===== config.mk =====
export PLATFORM = sky130hd
export DESIGN_NAME = people_counter
export DESIGN_NICKNAME = d
export VERILOG_FILES = /design/src/rtl/people_counter_pkg.sv /design/src/rtl/people_counter_photocell_filter.sv /design/src/rtl/people_counter.sv
export SDC_FILE = /design/constraint.sdc
export NUM_CORES = 1
export LEC_CHECK = 0
export BUFFER_PORTS_ARGS = -buffer_cell sky130_fd_sc_hd__buf_2
export CAP_MARGIN = 20
export CORE_MARGIN = 5
export CORE_UTILIZATION = 45
export CTS_BUF_LIST = sky130_fd_sc_hd__clkbuf_16
export DETAILED_ROUTE_END_ITERATION = 16
export PLACE_DENSITY = 0.64
export SYNTH_ARGS = -nofsm -noshare
export SYNTH_HDL_FRONTEND = slang
export SYNTH_SLANG_ARGS = --single-unit

===== constraint.sdc =====
create_clock -name clk -period 2.11 [get_ports clk]
set_input_delay 0.1055 -clock clk [delete_from_list [all_inputs] [get_ports clk]]
set_output_delay 0.1055 -clock clk [all_outputs]
set_load 0.1 [all_outputs]

===== src/rtl/people_counter_pkg.sv =====
// people_counter_pkg: shared SBqM constants and photocell filter state type
package people_counter_pkg;
  localparam int N_DEFAULT = 3;
  localparam int DEB_DEFAULT = 4;
  typedef enum logic [1:0] {IDLE, QUAL_BLK, BLOCKED, QUAL_REL} filt_state_t;
endpackage


===== src/rtl/people_counter_photocell_filter.sv =====
// photocell_filter: synchronise and debounce one photocell, strobe on confirmed release
module photocell_filter
  import people_counter_pkg::*;
#(
  parameter int DEB = DEB_DEFAULT
) (
  input  logic clk,
  input  logic reset,
  input  logic sensor,
  output logic fall
);
  localparam int CW = DEB > 1 ? $clog2(DEB) : 1;
  logic s1, s2, filt, differ, accept;
  logic [CW-1:0] cnt;
  filt_state_t state;
  assign filt = (state == BLOCKED) || (state == QUAL_REL);
  assign differ = s2 != filt;
  assign accept = differ && (cnt == CW'(DEB - 1));
  // two-flop synchroniser for the asynchronous photocell level
  always_ff @(posedge clk or negedge reset)
    if (!reset) begin
      s1 <= 1'b0;
      s2 <= 1'b0;
    end else begin
      s1 <= sensor;
      s2 <= s1;
    end
  // count differing cycles, flip the accepted level after DEB of them, flag 1->0 flips
  always_ff @(posedge clk or negedge reset)
    if (!reset) begin
      state <= IDLE;
      cnt   <= '0;
      fall  <= 1'b0;
    end else begin
      cnt   <= (differ && !accept) ? cnt + 1'b1 : '0;
      state <= accept ? (filt ? IDLE : BLOCKED) :
               differ ? (filt ? QUAL_REL : QUAL_BLK) :
               (filt ? BLOCKED : IDLE);
      fall  <= accept && filt;
    end
endmodule


===== src/rtl/people_counter.sv =====
// people_counter: debounced entrance/exit photocells driving a saturating queue count
module people_counter
  import people_counter_pkg::*;
#(
  parameter int N   = N_DEFAULT,
  parameter int DEB = DEB_DEFAULT
) (
  input  logic         clk,
  input  logic         reset,
  input  logic         front_sensor,
  input  logic         back_sensor,
  output logic [N-1:0] Pcount,
  output logic         entry_pulse,
  output logic         exit_pulse,
  output logic         reject
);
  logic e, x, full, empty;
  photocell_filter #(.DEB(DEB)) u_front (.clk(clk), .reset(reset), .sensor(front_sensor), .fall(e));
  photocell_filter #(.DEB(DEB)) u_back (.clk(clk), .reset(reset), .sensor(back_sensor), .fall(x));
  assign full = &Pcount;
  assign empty = Pcount == '0;
  // saturating count; simultaneous entry and exit cancel and both strobe
  always_ff @(posedge clk or negedge reset)
    if (!reset) begin
      Pcount      <= '0;
      entry_pulse <= 1'b0;
      exit_pulse  <= 1'b0;
      reject      <= 1'b0;
    end else begin
      Pcount      <= (e && !x && !full) ? Pcount + 1'b1 :
                     (x && !e && !empty) ? Pcount - 1'b1 : Pcount;
      entry_pulse <= e && (x || !full);
      exit_pulse  <= x && (e || !empty);
      reject      <= (e && !x && full) || (x && !e && empty);
    end
endmodule

### Word level (Yosys, flattened, before mapping)

Cells that the tools add are included.

| word-level totals | value |
|---|---|
| word-level logic and storage cells | 68 |
| output and inout port bits | 6 |
| input bits | 4 |
| bits in registers | 20 |

| cells by class | value |
|---|---|
| equality and inequality tests | 8 |
| multiplexer cells | 14 |
| add/subtract/negate cells | 4 |
| reductions and logical operators | 28 |

Operators by type and width:

| operator | number |
|---|---|
| $mux W2 | 12 |
| $logic_and A1 B1 Y1 | 14 |
| $eq A2 B2 Y1 const B | 6 |
| $logic_not A1 Y1 | 6 |
| $mux W3 | 2 |
| $logic_or A1 B1 Y1 | 5 |
| $add A2 B1 Y2 const B | 2 |
| $add A3 B1 Y3 const B | 1 |
| $logic_not A3 Y1 | 1 |
| $reduce_and A3 Y1 | 1 |
| $sub A3 B1 Y3 const B | 1 |
| $ne A1 B1 Y1 | 2 |
| $reduce_bool A2 Y1 | 1 |

### Logic depth before layout (Yosys ltp)

| logic depth | value |
|---|---|
| depth in word-level cells | 7 |
| gate-level depth with buffers | 7 |
| gate-level depth less buffers | 6 |

### By module

Synthesis repeated with hierarchy kept, for this count alone.

| second synthesis, totals | value |
|---|---|
| cell total of the unflattened synthesis | 66 |
| area, all modules | 832.0 um^2 |

By module, submodules not included:

| module | sequential area each (um^2) | times used | area an instance (um^2) | cells each |
|---|---|---|---|---|
| people_counter | 150.1 | 1 | 416.6 | 40 |
| photocell_filter | 150.1 | 2 | 207.7 | 13 |

### Worst setup path before layout

Ideal clock, no wire load.

| timing path | value |
|---|---|
| kind | register to register |
| start point | register Pcount[0] |
| end point | register Pcount[1] |
| slack | -455 ps |
| cell stages (with the launch flop) | 8 |
| buffers on the path | 1 |
| arrival | 2434 ps |
| setup time | 131 ps |
| data required time | 1979 ps |
| period minus slack after synthesis | 2565 ps |
| path through | dfrtp_1 buf_6 nand3_1 nand2_1 fa_1 mux2_4 a222oi_1 nand2_1 |

| between the ends | value |
|---|---|
| cells in the longest elaborated chain, start to end | 4 |
| elaborated cells between the ends (all ways) | 11 |
| those cells by class | add/sub (2); mux (2); reduce/logical (7) |

Ends and longest elaborated chain:

| element | RTL line | source |
|---|---|---|
| start, declared | people_counter.sv:12 | `output logic [N-1:0] Pcount,` |
| start signal, assigned | people_counter.sv:30 | `Pcount <= (e && !x && !full) ? Pcount + 1'b1 :` |
| branches (longest 4 deep; another with $sub A3 B1 Y3) | - |  |

Several ways; the timed one is not identified. The select of a mux whose other input is x is not followed.
A chain may end at the register's enable or synchronous reset.

### Worst setup path in the final report

Ends and elaborated chain as after synthesis.

==> qor.csv <==
stage;metric;value;unit
status;status;finished clean;
floorplanning;core-area;1730;um2
synthesis;synthFlopType;dfrtp_1;
finish;reg_top3;Pcount (3), u_back.cnt (2), u_front.cnt (2);
synthesis;seq_area_frac_synth;54.5;%
sta;worstMarginPinSlew;0.486;ns
critical_path;worstSetupEndpointType;flip-flop;
finish;largest_register_ffs;3;
synthesis;synth_seq_cells;18;
grt;grt_max_degree;19;
sta;hold_viol;0;
synthesis;yosysWarnings;0;
synthesis;synthXorXnorAreaFrac;2.12;%
floorplanning;start_util;47.8;%
grt;grt_pass1_vias;482;
sta;max_freq;513;MHz
placed_design;dpl.hpwl;885;um
sta;fin_skew;0.00121;ns
finish;layout-drive-gt1-share;31.3;%
grt;antenna_found_initial;0;
finish;diodes;0;
clocking;post_cts_buffers;0;
critical_path;max_stage_delay;0.53;ns
synthesis;synthDistinctLibCells;33;
job;drv_cap;0;
finish;utilization;58.9;%
grt;grt-ovfl-total;0;
power;power;0.00118;W
power;power_density;1160;nW/um2
sta;fin_crit_sh;92.3;%
critical_path;crit_slowest_cell;dfrtp_4;
drt;drtPass1Iterations;4;
synthesis;synth_nets;72;
critical_path;crit_type;flip-flop to flip-flop;
critical_path;critical_path_arrival;2.07;ns
clocking;cts_root_buffer;clkbuf_16;
synthesis;synthCells;65;
clocking;numCtsBuffers;3;
floorplanning;die_w;52.8;um
finish;area_growth;23.2;%
sta;rsz0062_at_grt;no;
synthesis;avgSynthCellArea;12.7;um2
placed_design;portBuffers;9;
drt;wl_per_cell;11.9;um
finish;final_common_cell;dfrtp_1;
synthesis;synth_top_family_by_area;simple AND/OR/NAND/NOR gates;
finish;fin_area;1020;um2
placed_design;pre_cts_ws;0.150;ns
floorplanning;ios;10;
sta;fin_crit;1.95;ns
drt;routed_wl;1250;um
critical_path;worstPathMaxFanout;11;
floorplanning;rows;15;
clocking;htree_levels;1;
sta;maxSlewViolCount;0;
clocking;cts_sinks;18;
drt;viasPerCell;5.05;
synthesis;synth_compound_area_share;13.0;%
synthesis;synthAdderAreaFrac;5.45;%
synthesis;syn_area;826;um2
drt;drtIter0Drc;10;
critical_path;cpMostUsedCell;nand2_1;
critical_path;cp_cell_sequence;nand3_2 -> nand2_1 -> fa_1 -> mux2_4 -> a222oi_1 -> nand2_1;
sta;relSlewSlack;67.8;%
synthesis;synthArstFlopShare;100;%
clocking;cts_buffer_depth;2;
min_path;holdCritPathClass;input port to asynchronous set/reset pin;
critical_path;startpoint_type;flip-flop;
power;vdd_ir_drop_max;0.722;mV
finish;finish.net_count;88;
clocking;clk_latency;0.24;ns
placed_design;placed_cell_area;908;um2
floorplanning;fp.dieH;52.8;um
sta;fin_ws;0.162;ns
grt;grt_use_total;10.9;%
clocking;ctsResizeCount;0;
synthesis;synthSimpleGateAreaFrac;15.9;%
placed_design;place.gp.congestion;0.795;
critical_path;cp.buffers_inverters;0;
grt;grt_pass1_wl;2190;um
synthesis;synthMuxAreaShare;4.55;%
clocking;path_clk_slew;0.05;ns
clocking;cts_tree;done;
critical_path;crit_family;flip-flops;
critical_path;critPathRequiredTime;2.23;ns
drt;num_vias;530;
drt;postRouteAntennaNets;0;
sta;setup_viol;0;
clocking;cts_hold_buf;3;
synthesis;synth_edf_count;0;
finish;final_cell_mix;15 x dfrtp_1, 9 x buf_2;
finish;top_register;Pcount;
drt;drc;0;
floorplanning;dieArea;2790;um2
power;p_leak;0.507;nW
worst register-to-register path: stages (launching register included):
cell	delay, ns
dfrtp_4	0.53
nand3_2	0.11
nand2_1	0.07
fa_1	0.47
mux2_4	0.28
a222oi_1	0.29
nand2_1	0.08
routing by layer:
metal	wire [um]	global-route usage (%)
met2	591	16.1
met1	587	14.4
met4	13	5.11
met3	56	3.42
met5	0	0
path summary, 6_finish.rpt:
path	start	end	slack, ns	cells past startpoint
setup reg to reg	Pcount[0]	Pcount[1]	0.16	6
min in group clk	u_back.s1	u_back.s2	0.35	0
max in group asynchronous	reset	Pcount[2]	1.50	2
setup / recovery	Pcount[0]	Pcount[1]	0.16	6
hold / removal	reset	u_back.state[1]	0.31	2
hold reg to reg	u_back.s1	u_back.s2	0.35	0
metrics by stage:
step	setup TNS (ns)	instances	hold slack, ns
2_1_floorplan	-0.0260	65	-0.190
3_5_place_dp	0	98	0.0494
6_report	0	105	0.310
4_1_cts	0	105	0.324
3_3_place_gp	0	98	0.0496
5_1_grt	0	105	0.367
cell families after synthesis:
family,Yosys count
simple gates,20
flops,18
compound gates,14
buf+inv,5
mux,3
fa+ha+maj,3
xor+xnor,2
where the power goes:
part | switching [W] | total [W] | internal [W]
registers | 0.0000617 | 0.000484 | 0.000422
clock network | 0.000117 | 0.000368 | 0.000251
logic | 0.000191 | 0.000328 | 0.000137
synth_stat cells (2+ instances only):
| master | instances | share of area [%] |
|---|---|---|
| buf_6 | 2 | 2.7 |
| nor3_1 | 2 | 1.2 |
| o21ai_0 | 2 | 1.2 |
| o211a_1 | 2 | 2.4 |
| dfrtp_1 | 18 | 55 |
| xnor2_1 | 2 | 2.1 |
| a21oi_1 | 2 | 1.2 |
| and3b_1 | 3 | 3.2 |
| ha_1 | 2 | 3.0 |
| mux2_2 | 2 | 2.7 |
| buf_2 | 2 | 1.2 |
| nand2_1 | 2 | 0.91 |
| and2_1 | 2 | 1.5 |
| nor2_1 | 2 | 0.91 |
| nand2b_1 | 2 | 1.5 |
area by class of cell:
cell class                 count  area, um2
timing repair buffer          15       97.6
sequential                    18        462
multi-input combinational     42        344
clock inverter                 1       3.75
inverter                       1       3.75
tap                           25       31.3
fill                         149        709
clock buffer                   3       75.1
No activity file was read; power rests on OpenSTA's default activity.
